### src/rtl/cpu_isa_pkg.sv
// Shared ISA definitions for the 16-bit, 8-register CPU core control path:
// opcode field constants, instruction classes, sequencer states and
// write-back source encodings.
package cpu_isa_pkg;

  // ir[15:14] == 2'b11 marks a load-immediate regardless of the lower bits.
  localparam logic [1:0] LDI_PREFIX = 2'b11;

  // Full 5-bit opcodes in ir[15:11] for the 10xxx group.
  localparam logic [4:0] OP_LD   = 5'b10100;
  localparam logic [4:0] OP_ST   = 5'b10101;
  localparam logic [4:0] OP_HALT = 5'b10110;
  localparam logic [4:0] OP_BRN  = 5'b10111;

  typedef enum logic [2:0] {
    CLS_ALU  = 3'd0,
    CLS_LDI  = 3'd1,
    CLS_LD   = 3'd2,
    CLS_ST   = 3'd3,
    CLS_HALT = 3'd4,
    CLS_BRN  = 3'd5,
    CLS_NOP  = 3'd6
  } instr_class_e;

  // Encoding is visible on the debug 'state' port.
  typedef enum logic [2:0] {
    ST_FETCH  = 3'd0,
    ST_DECODE = 3'd1,
    ST_EXEC   = 3'd2,
    ST_MEM    = 3'd3,
    ST_WB     = 3'd4,
    ST_HALT   = 3'd5
  } state_e;

  // Write-back source select driven to the register-file input mux.
  localparam logic [1:0] WB_ALU = 2'b00;
  localparam logic [1:0] WB_IMM = 2'b01;
  localparam logic [1:0] WB_MEM = 2'b10;

endpackage

### src/rtl/instr_decode.sv
// Combinational instruction classifier: maps the opcode field ir[15:11]
// to an instruction class and the register write-back source for it.
module instr_decode
  import cpu_isa_pkg::*;
(
  input  logic [4:0]   op_i,
  output instr_class_e cls_o,
  output logic [1:0]   wb_sel_o
);

  // Classify the opcode, then pick the write-back source for that class.
  always_comb begin
    cls_o    = CLS_NOP;
    wb_sel_o = WB_ALU;

    if (op_i[4:3] == LDI_PREFIX) begin
      cls_o = CLS_LDI;
    end else if (op_i[4] == 1'b0) begin
      // 00xxx / 01xxx: the ALU decodes its own function fields.
      cls_o = CLS_ALU;
    end else begin
      case (op_i)
        OP_LD:   cls_o = CLS_LD;
        OP_ST:   cls_o = CLS_ST;
        OP_HALT: cls_o = CLS_HALT;
        OP_BRN:  cls_o = CLS_BRN;
        default: cls_o = CLS_NOP;
      endcase
    end

    case (cls_o)
      CLS_LDI: wb_sel_o = WB_IMM;
      CLS_LD:  wb_sel_o = WB_MEM;
      default: wb_sel_o = WB_ALU;
    endcase
  end

endmodule

### src/rtl/instr_sequencer.sv
// Multi-cycle control unit: owns PC and IR, fetches from the combinational
// ROM and walks each instruction through FETCH/DECODE/EXEC/MEM/WB, issuing
// one-cycle strobes to the datapath. Branches and HALT are resolved here.
//
// Memory handshake: mem_req is a request held high (with mem_we/mem_addr
// stable) for every MEM cycle until the cycle in which mem_ack is sampled
// high; that cycle completes the transfer. mem_ack outside MEM is ignored.
module instr_sequencer
  import cpu_isa_pkg::*;
#(
  parameter int              PC_W     = 8,
  parameter logic [PC_W-1:0] RESET_PC = '0
)(
  input  logic            clk,
  input  logic            reset_n,
  input  logic            run,
  output logic [PC_W-1:0] rom_addr,
  input  logic [15:0]     rom_data,
  output logic [15:0]     ir,
  output logic            alu_en,
  output logic            rf_we,
  output logic [1:0]      wb_sel,
  input  logic            reg_neg,
  output logic            mem_req,
  output logic            mem_we,
  output logic [7:0]      mem_addr,
  input  logic            mem_ack,
  output logic            halted,
  output logic [2:0]      state
);

  state_e          state_q, state_d;
  logic [PC_W-1:0] pc_q, pc_d;
  logic [15:0]     ir_q, ir_d;
  logic            neg_q, neg_d;

  instr_class_e    cls;
  logic [1:0]      dec_wb_sel;
  logic [PC_W-1:0] br_off;

  instr_decode u_decode (
    .op_i     (ir_q[15:11]),
    .cls_o    (cls),
    .wb_sel_o (dec_wb_sel)
  );

  // Signed 8-bit branch offset widened to the PC width.
  assign br_off = PC_W'($signed(ir_q[7:0]));

  assign rom_addr = pc_q;
  assign ir       = ir_q;
  assign mem_addr = ir_q[7:0];
  assign state    = state_q;

  // State, PC, IR and the sign flag captured in DECODE.
  always_ff @(posedge clk or negedge reset_n) begin
    if (!reset_n) begin
      state_q <= ST_FETCH;
      pc_q    <= RESET_PC;
      ir_q    <= 16'h0000;
      neg_q   <= 1'b0;
    end else begin
      state_q <= state_d;
      pc_q    <= pc_d;
      ir_q    <= ir_d;
      neg_q   <= neg_d;
    end
  end

  // Next-state logic and one-cycle control strobes, all decoded from state_q.
  always_comb begin
    state_d = state_q;
    pc_d    = pc_q;
    ir_d    = ir_q;
    neg_d   = neg_q;
    alu_en  = 1'b0;
    rf_we   = 1'b0;
    wb_sel  = WB_ALU;
    mem_req = 1'b0;
    mem_we  = 1'b0;
    halted  = 1'b0;

    case (state_q)
      ST_FETCH: begin
        if (run) begin
          ir_d    = rom_data;
          pc_d    = pc_q + PC_W'(1);
          state_d = ST_DECODE;
        end
      end

      ST_DECODE: begin
        // The register file presents ir[10:8] this cycle; keep its sign.
        neg_d   = reg_neg;
        state_d = ST_EXEC;
      end

      ST_EXEC: begin
        case (cls)
          CLS_ALU: begin
            alu_en  = 1'b1;
            state_d = ST_WB;
          end
          CLS_LDI:         state_d = ST_WB;
          CLS_LD, CLS_ST:  state_d = ST_MEM;
          CLS_HALT:        state_d = ST_HALT;
          CLS_BRN: begin
            // PC already points past the branch; step back to its address.
            if (neg_q) pc_d = pc_q - PC_W'(1) + br_off;
            state_d = ST_FETCH;
          end
          default:         state_d = ST_FETCH;
        endcase
      end

      ST_MEM: begin
        mem_req = 1'b1;
        mem_we  = (cls == CLS_ST);
        if (mem_ack) state_d = (cls == CLS_ST) ? ST_FETCH : ST_WB;
      end

      ST_WB: begin
        rf_we   = 1'b1;
        wb_sel  = dec_wb_sel;
        state_d = ST_FETCH;
      end

      ST_HALT: begin
        halted = 1'b1;
      end

      default: state_d = ST_FETCH;
    endcase
  end

endmodule

### config.mk
export PLATFORM = sky130hd
export DESIGN_NAME = instr_sequencer
export DESIGN_NICKNAME = d
export VERILOG_FILES = /design/src/rtl/cpu_isa_pkg.sv /design/src/rtl/instr_decode.sv /design/src/rtl/instr_sequencer.sv
export SDC_FILE = /design/constraint.sdc
export NUM_CORES = 1
export LEC_CHECK = 0
export ABC_AREA = 1
export BUFFER_PORTS_ARGS = -buffer_cell sky130_fd_sc_hd__buf_2
export CAP_MARGIN = 20
export CORE_ASPECT_RATIO = 1.4
export CORE_UTILIZATION = 46
export DETAILED_ROUTE_END_ITERATION = 6
export PLACE_DENSITY = 0.74
export SYNTH_ARGS = -nofsm -noshare
export SYNTH_HDL_FRONTEND = slang
export SYNTH_SLANG_ARGS = --single-unit
export TNS_END_PERCENT = 5
### constraint.sdc
create_clock -name clk -period 2.3 [get_ports clk]
set_clock_uncertainty 0.2 [all_clocks]
set_input_delay 0.23 -clock clk [delete_from_list [all_inputs] [get_ports clk]]
set_output_delay 0.23 -clock clk [all_outputs]
set_load 0.02 [all_outputs]
=== Yosys cells after proc, flatten, opt, wreduce, memory -nomap -nowiden ===
Index checks and enable logic that the tools add are counted.

* Logic and storage cells: 55
* Flip-flop bits (word level): 28
* Input port bits: 21

* Reductions and logical operators: 8
* Add/subtract/negate cells: 3
* Multiplexer cells: 20
* Bitwise gates (word level): 1
* Equal/unequal tests: 19

{| class="wikitable"
|+ Operators with widths
! kind !! count
|-
| 8-bit 2-to-1 mux || 3
|-
| 5-bit equality test, second input constant || 4
|-
| 8-bit one-hot mux with 2 select lines || 1
|-
| 3-bit 2-to-1 mux || 5
|-
| 3-bit one-hot mux with 5 select lines || 1
|-
| 3-bit by 2-bit equality test with 1-bit output, second input constant || 4
|-
| 3-bit equality test, second input constant || 4
|-
| 3-bit one-hot mux with 4 select lines || 1
|-
| 3-bit one-hot mux with 3 select lines || 1
|-
| 8-bit by 1-bit adder with 8-bit output, second input constant || 1
|-
| 8-bit adder || 1
|-
| 2-bit != test, second input constant || 4
|-
| 8-bit by 1-bit subtractor with 8-bit output, second input constant || 1
|-
| 3-bit by 1-bit equality test with 1-bit output, second input constant || 2
|-
| 3-bit zero test || 2
|-
| 1-bit 2-to-1 mux || 6
|-
| 2-bit one-hot mux with 2 select lines || 1
|-
| 4-bit AND reduction || 1
|-
| 2-bit OR reduction || 2
|-
| 3-bit AND reduction || 1
|-
| 2-bit equality test, second input constant || 1
|-
| 2-bit 2-to-1 mux || 1
|-
| 2-bit AND reduction || 1
|-
| 2-bit nonzero test || 1
|-
| 1-bit NOT || 1
|}

=== Depth between registers and ports, before layout ===
* Depth after elaboration: 8
* Mapped depth: 14

=== By module ===
From an unflattened synthesis, not the netlist that was laid out.

* Cell total of the unflattened synthesis: 285
* Area, all modules: 2033.2 µm²

{| class="wikitable"
|+ Modules (own cells, without submodules)
! module !! seq. area each (µm²) !! cells each !! area an instance (µm²) !! instances
|-
| instr_sequencer || 700.7 || 266 || 1955.6 || 1
|-
| instr_decode || 0.0 || 19 || 77.6 || 1
|}

=== Worst setup path after synthesis ===
OpenSTA, ideal clock, no wires.

* Path kind: flip-flop to flip-flop
* Start: register pc_q[1], in the netlist rom_addr[1]
* End: register pc_q[5], in the netlist rom_addr[5]
* Slack: 1 ps
* Arrival: 1982 ps
* Path buffers: 0
* Stages on the path, launching flop included: 15
* Clock period less this slack: 2299 ps
* Library setup time: 117 ps
* Data required time: 1983 ps
* Cell sequence: dfrtp_1 > inv_1 > ha_1 > inv_1 > ha_1 > inv_1 > fa_1 > inv_1 > nand3_1 > nand2_1 > nand2_1 > nand2_1 > o21ai_0 > nand2_1 > nand2_1

* Longest elaborated chain between the ends: 5

{| class="wikitable"
|+ RTL lines
! element !! RTL line !! RTL
|-
| from (decl) || instr_sequencer.sv:33 || <nowiki>logic [PC_W-1:0] pc_q, pc_d;</nowiki>
|-
| from (signal assigned) || instr_sequencer.sv:64 || <nowiki>pc_q <= pc_d;</nowiki>
|-
| 8-bit by 1-bit subtractor with 8-bit output || instr_sequencer.sv:109 || <nowiki>if (neg_q) pc_d = pc_q - PC_W'(1) + br_off;</nowiki>
|-
| 8-bit adder || instr_sequencer.sv:109 ||
|-
| 8-bit 2-to-1 mux || instr_sequencer.sv:109 ||
|-
| 8-bit 2-to-1 mux || instr_sequencer.sv:99 || <nowiki>case (cls)</nowiki>
|-
| 8-bit one-hot mux with 2 select lines * || instr_sequencer.sv:83 || <nowiki>case (state_q)</nowiki>
|}

Every way passes the cells marked *; elsewhere a longest branch is shown, timed or not. The select of a mux whose other input is x is not followed.
A chain may end at the register's enable or synchronous reset.

=== Worst setup path in the final report ===
* Start: register ir_q[1], in the netlist ir[1]
* End: register pc_q[3], in the netlist rom_addr[3]

* Longest elaborated chain between the ends: 4

{| class="wikitable"
|+ RTL lines
! element !! RTL line !! RTL
|-
| from (decl) || instr_sequencer.sv:34 || <nowiki>logic [15:0] ir_q, ir_d;</nowiki>
|-
| from (signal assigned) || instr_sequencer.sv:65 || <nowiki>ir_q <= ir_d;</nowiki>
|-
| 8-bit adder || instr_sequencer.sv:109 ||
|-
| 8-bit 2-to-1 mux || instr_sequencer.sv:109 ||
|-
| 8-bit 2-to-1 mux || instr_sequencer.sv:99 ||
|-
| 8-bit one-hot mux with 2 select lines || instr_sequencer.sv:83 ||
|}

Every way passes these cells. The select of a mux whose other input is x is not followed.

==> impl_metrics.json <==
{
  "outcome": "finished, violations left",
  "failed_checks": "DRC",
  "peakVddDrop_mv": 0.860,
  "yosysMostFrequentCell": "nand2_1",
  "wl_per_cell_um": 12.0,
  "drive_above_1_share_pct": 26.2,
  "clk_latency_ps": 270,
  "hold_slack_ps": 21.2,
  "ys.flop_type": "dfrtp_1",
  "routed_wl_um": 4880,
  "async_reset_ff_share_pct": 100,
  "synth_common_cells": "84 x nand2_1, 49 x inv_1, 28 x dfrtp_1, 25 x nand3_1, 16 x nor2_1",
  "antenna_found_initial": 0,
  "yosysSeqAreaShare_pct": 35.2,
  "ant_nets": 0,
  "synth_edf_count": 0,
  "yosys.area.top_type": "dfrtp_1",
  "fin_crit_sh_pct": 93.6,
  "hp-class": "primary input to flip-flop",
  "initial_core_util_pct": 49.1,
  "final-setup-viol-count": 0,
  "drt-met1-wl_um": 2020,
  "syn_area_per_cell_um2": 7.06,
  "synth_top_area_share_pct": 35.2,
  "route.met2.wl_um": 2640,
  "io_pins": 63,
  "tightest_slew_ps": 650,
  "cts.sinks": 28,
  "clockBufferDepth": 2,
  "grt_pass1_vias": 1900,
  "timing.fmax_mhz": 465,
  "die_area_um2": 4600,
  "ys_types": 27,
  "setup_tns_ps": 0,
  "maxCapViolCount": 0,
  "muxShareOfSynthArea_pct": 2.26,
  "route.detailed.drc": 2,
  "multi_input_area_um2": 1020,
  "met3_length_um": 155,
  "drt_pass1_iterations": 6,
  "place_hpwl_um": 3560,
  "critPathKind": "flip-flop to flip-flop",
  "synthAdderAreaFrac_pct": 9.80,
  "synthXorXnorAreaFrac_pct": 0.879,
  "clockRootBuffer": "clkbuf_8",
  "grt_usage_pct": 21.9,
  "synthTopCellsByArea": "dfrtp_1 35%, nand2_1 16%, inv_1 9.2%",
  "pre_cts_ws_ps": 85.0,
  "row_count": 27,
  "synth_top_family_by_area": "simple AND/OR/NAND/NOR gates",
  "p_per_area_nw_per_um2": 1680,
  "path_cells": "inv_1 -> ha_1 -> inv_2 -> ha_4 -> inv_2 -> fa_2 -> buf_4 -> xor2_1 -> o21ai_1 -> nand2_1 -> o21ai_1",
  "port_buffers": 62,
  "drt_iter0_markers": 73,
  "cp-start-kind": "flip-flop",
  "fin_crit_ps": 2150,
  "clkTransAtPathRegs_ps": 100,
  "postPlaceCellArea_um2": 2320,
  "finalMaxSlewViolations": 0,
  "ys_ff_latch": 28,
  "power.static_leakage_nw": 1.47,
  "synthSimpleGateAreaFrac_pct": 30.0,
  "yosys_warnings": 0,
  "critPathArrivalTime_ps": 2160,
  "vias": 1995,
  "critical-path-max-stage-delay_ps": 420,
  "diodes": 0,
  "required_ps": 2310,
  "h-tree-depth": 1,
  "layout_setup_ws_ps": 148,
  "grt_remaining_overflow": 0,
  "cts_buffers": 3,
  "gp_congestion": 0.910,
  "syn_to_final_growth_pct": 29.8,
  "fin_area_um2": 2580,
  "grt_max_degree": 29,
  "syn-num-nets": 318,
  "nets": 400,
  "crit_slowest_cell": "fa_2",
  "relSlewSlack_pct": 56.7,
  "synth-compound-area-share_pct": 7.04,
  "top_layer": "met4",
  "syn-cell-area_um2": 1990,
  "netlist_instances": 282,
  "chipWidth_um": 57.6,
  "cts_tree": "yes",
  "end_kind": "flip-flop",
  "dieHeight_um": 79.9,
  "grt_pass1_wl_um": 7890,
  "crit_fanout": 3,
  "fillers": 367,
  "coreArea_um2": 4050,
  "hold_violations": 0,
  "vias_per_cell": 4.91,
  "seq_area_um2": 701
}
## logic make-up (layout without fill, tap and decap cells)
family,count (synthesis),after routing
simple gates,140,140
buf+inv,65,146
compound gates,28,28
flops,28,28
fa+ha+maj,15,15
mux,4,4
xor+xnor,2,2
## flip-flops by register name (all words and copies together) (netlist names)
signal    cells
state         3
ir           16
rom_addr      8
neg_q         1
## final cells by class
class                      instances  share of cell area [%]
multi-input combinational        189                    39.3
inverter                          53                    7.89
tap                               43                    2.08
timing repair buffer              89                    21.5
sequential                        28                    27.1
clock buffer                       4                    2.13
## repair_timing
action,4_1_cts,5_1_grt
endpoints found under the setup margin,0,2
gates resized for setup,0,10
hold buffers,17,0
setup buffers,0,3
endpoints found under the hold margin,44,0
## report_power, final
part | leakage [nW] | total (W) | internal [W] | switching, W
clock network | 0.0288 | 0.000307 | 0.000153 | 0.000154
registers | 0.347 | 0.000928 | 0.000725 | 0.000203
logic | 1.09 | 0.00310 | 0.00116 | 0.00194
total | 1.47 | 0.00433 | 0.00204 | 0.00230
## stage by stage
| stage | total power (W) | instances | util [%] |
|---|---|---|---|
| after CTS | 0.00417 | 403 | 62.7 |
| final | 0.00433 | 406 | 63.8 |
| after global routing | 0.00478 | 406 | 63.8 |
| after global placement | 0.00377 | 382 | 57.2 |
| after floorplan | 0.00315 | 282 | - |
| after detailed placement | 0.00382 | 382 | 57.2 |
## path summary, 6_finish.rpt
| kind | depth (start not counted) | slack, ps | endpoint | from |
|---|---|---|---|---|
| min in group asynchronous | 2 | 310 | ir[10]$_DFFE_PN0P_ | reset_n |
| hold / removal | 3 | 20 | ir[4]$_DFFE_PN0P_ | rom_data[4] |
| setup reg to reg | 11 | 150 | rom_addr[3]$_DFFE_PN0P_ | ir[1]$_DFFE_PN0P_ |
| setup / recovery | 11 | 150 | rom_addr[3]$_DFFE_PN0P_ | ir[1]$_DFFE_PN0P_ |
| hold reg to reg | 1 | 290 | ir[10]$_DFFE_PN0P_ | ir[10]$_DFFE_PN0P_ |
| max in group asynchronous | 2 | 1160 | ir[6]$_DFFE_PN0P_ | reset_n |
## worst max-delay path: cells and delay by family (launching register included)
kind	cells	cell delay, ps
and+or+nand+nor	1	60
adders and majority gates	3	790
AOI/OAI and AO/OA	2	180
buffers and inverters	4	340
DFF	1	390
xor gates and xnor gates	1	130
## per-layer routing
layer | track usage, % | vias to the layer above
met2 | 42.2 | 40
met5 | 0 | -
met3 | 2.27 | 6
met1 | 24.1 | 912
met4 | 8.05 | 0
li1 | - | 1037
## cell usage in the layout (no fill, tap or decap)
master         synthesis  final
nor3_2                 0      1
nor3_1                 5      4
nand4_1                2      2
nand3_1               25     25
a21oi_1                4      4
mux2_1                 3      3
buf_4                  8     10
buf_2                  1     62
nor2_1                16     16
o21ai_0               13     11
mux2_2                 1      1
dlygate4sd3_1          0     17
ha_4                   0      1
clkbuf_8               0      4
fa_2                   0      1
ha_1                  14     13
nor2_4                 1      1
nand2_2                2      2
nor2_2                 2      2
or2_2                  1      1
dfrtp_1               28     28
inv_2                  3      7
inv_1                 49     45
clkinv_4               1      1
nor4_1                 1      1
nand2_1               84     84
o21ai_1               11     13
xor2_1                 2      2
nand2_4                1      1
Note: power is estimated with default switching activity, not from simulation.
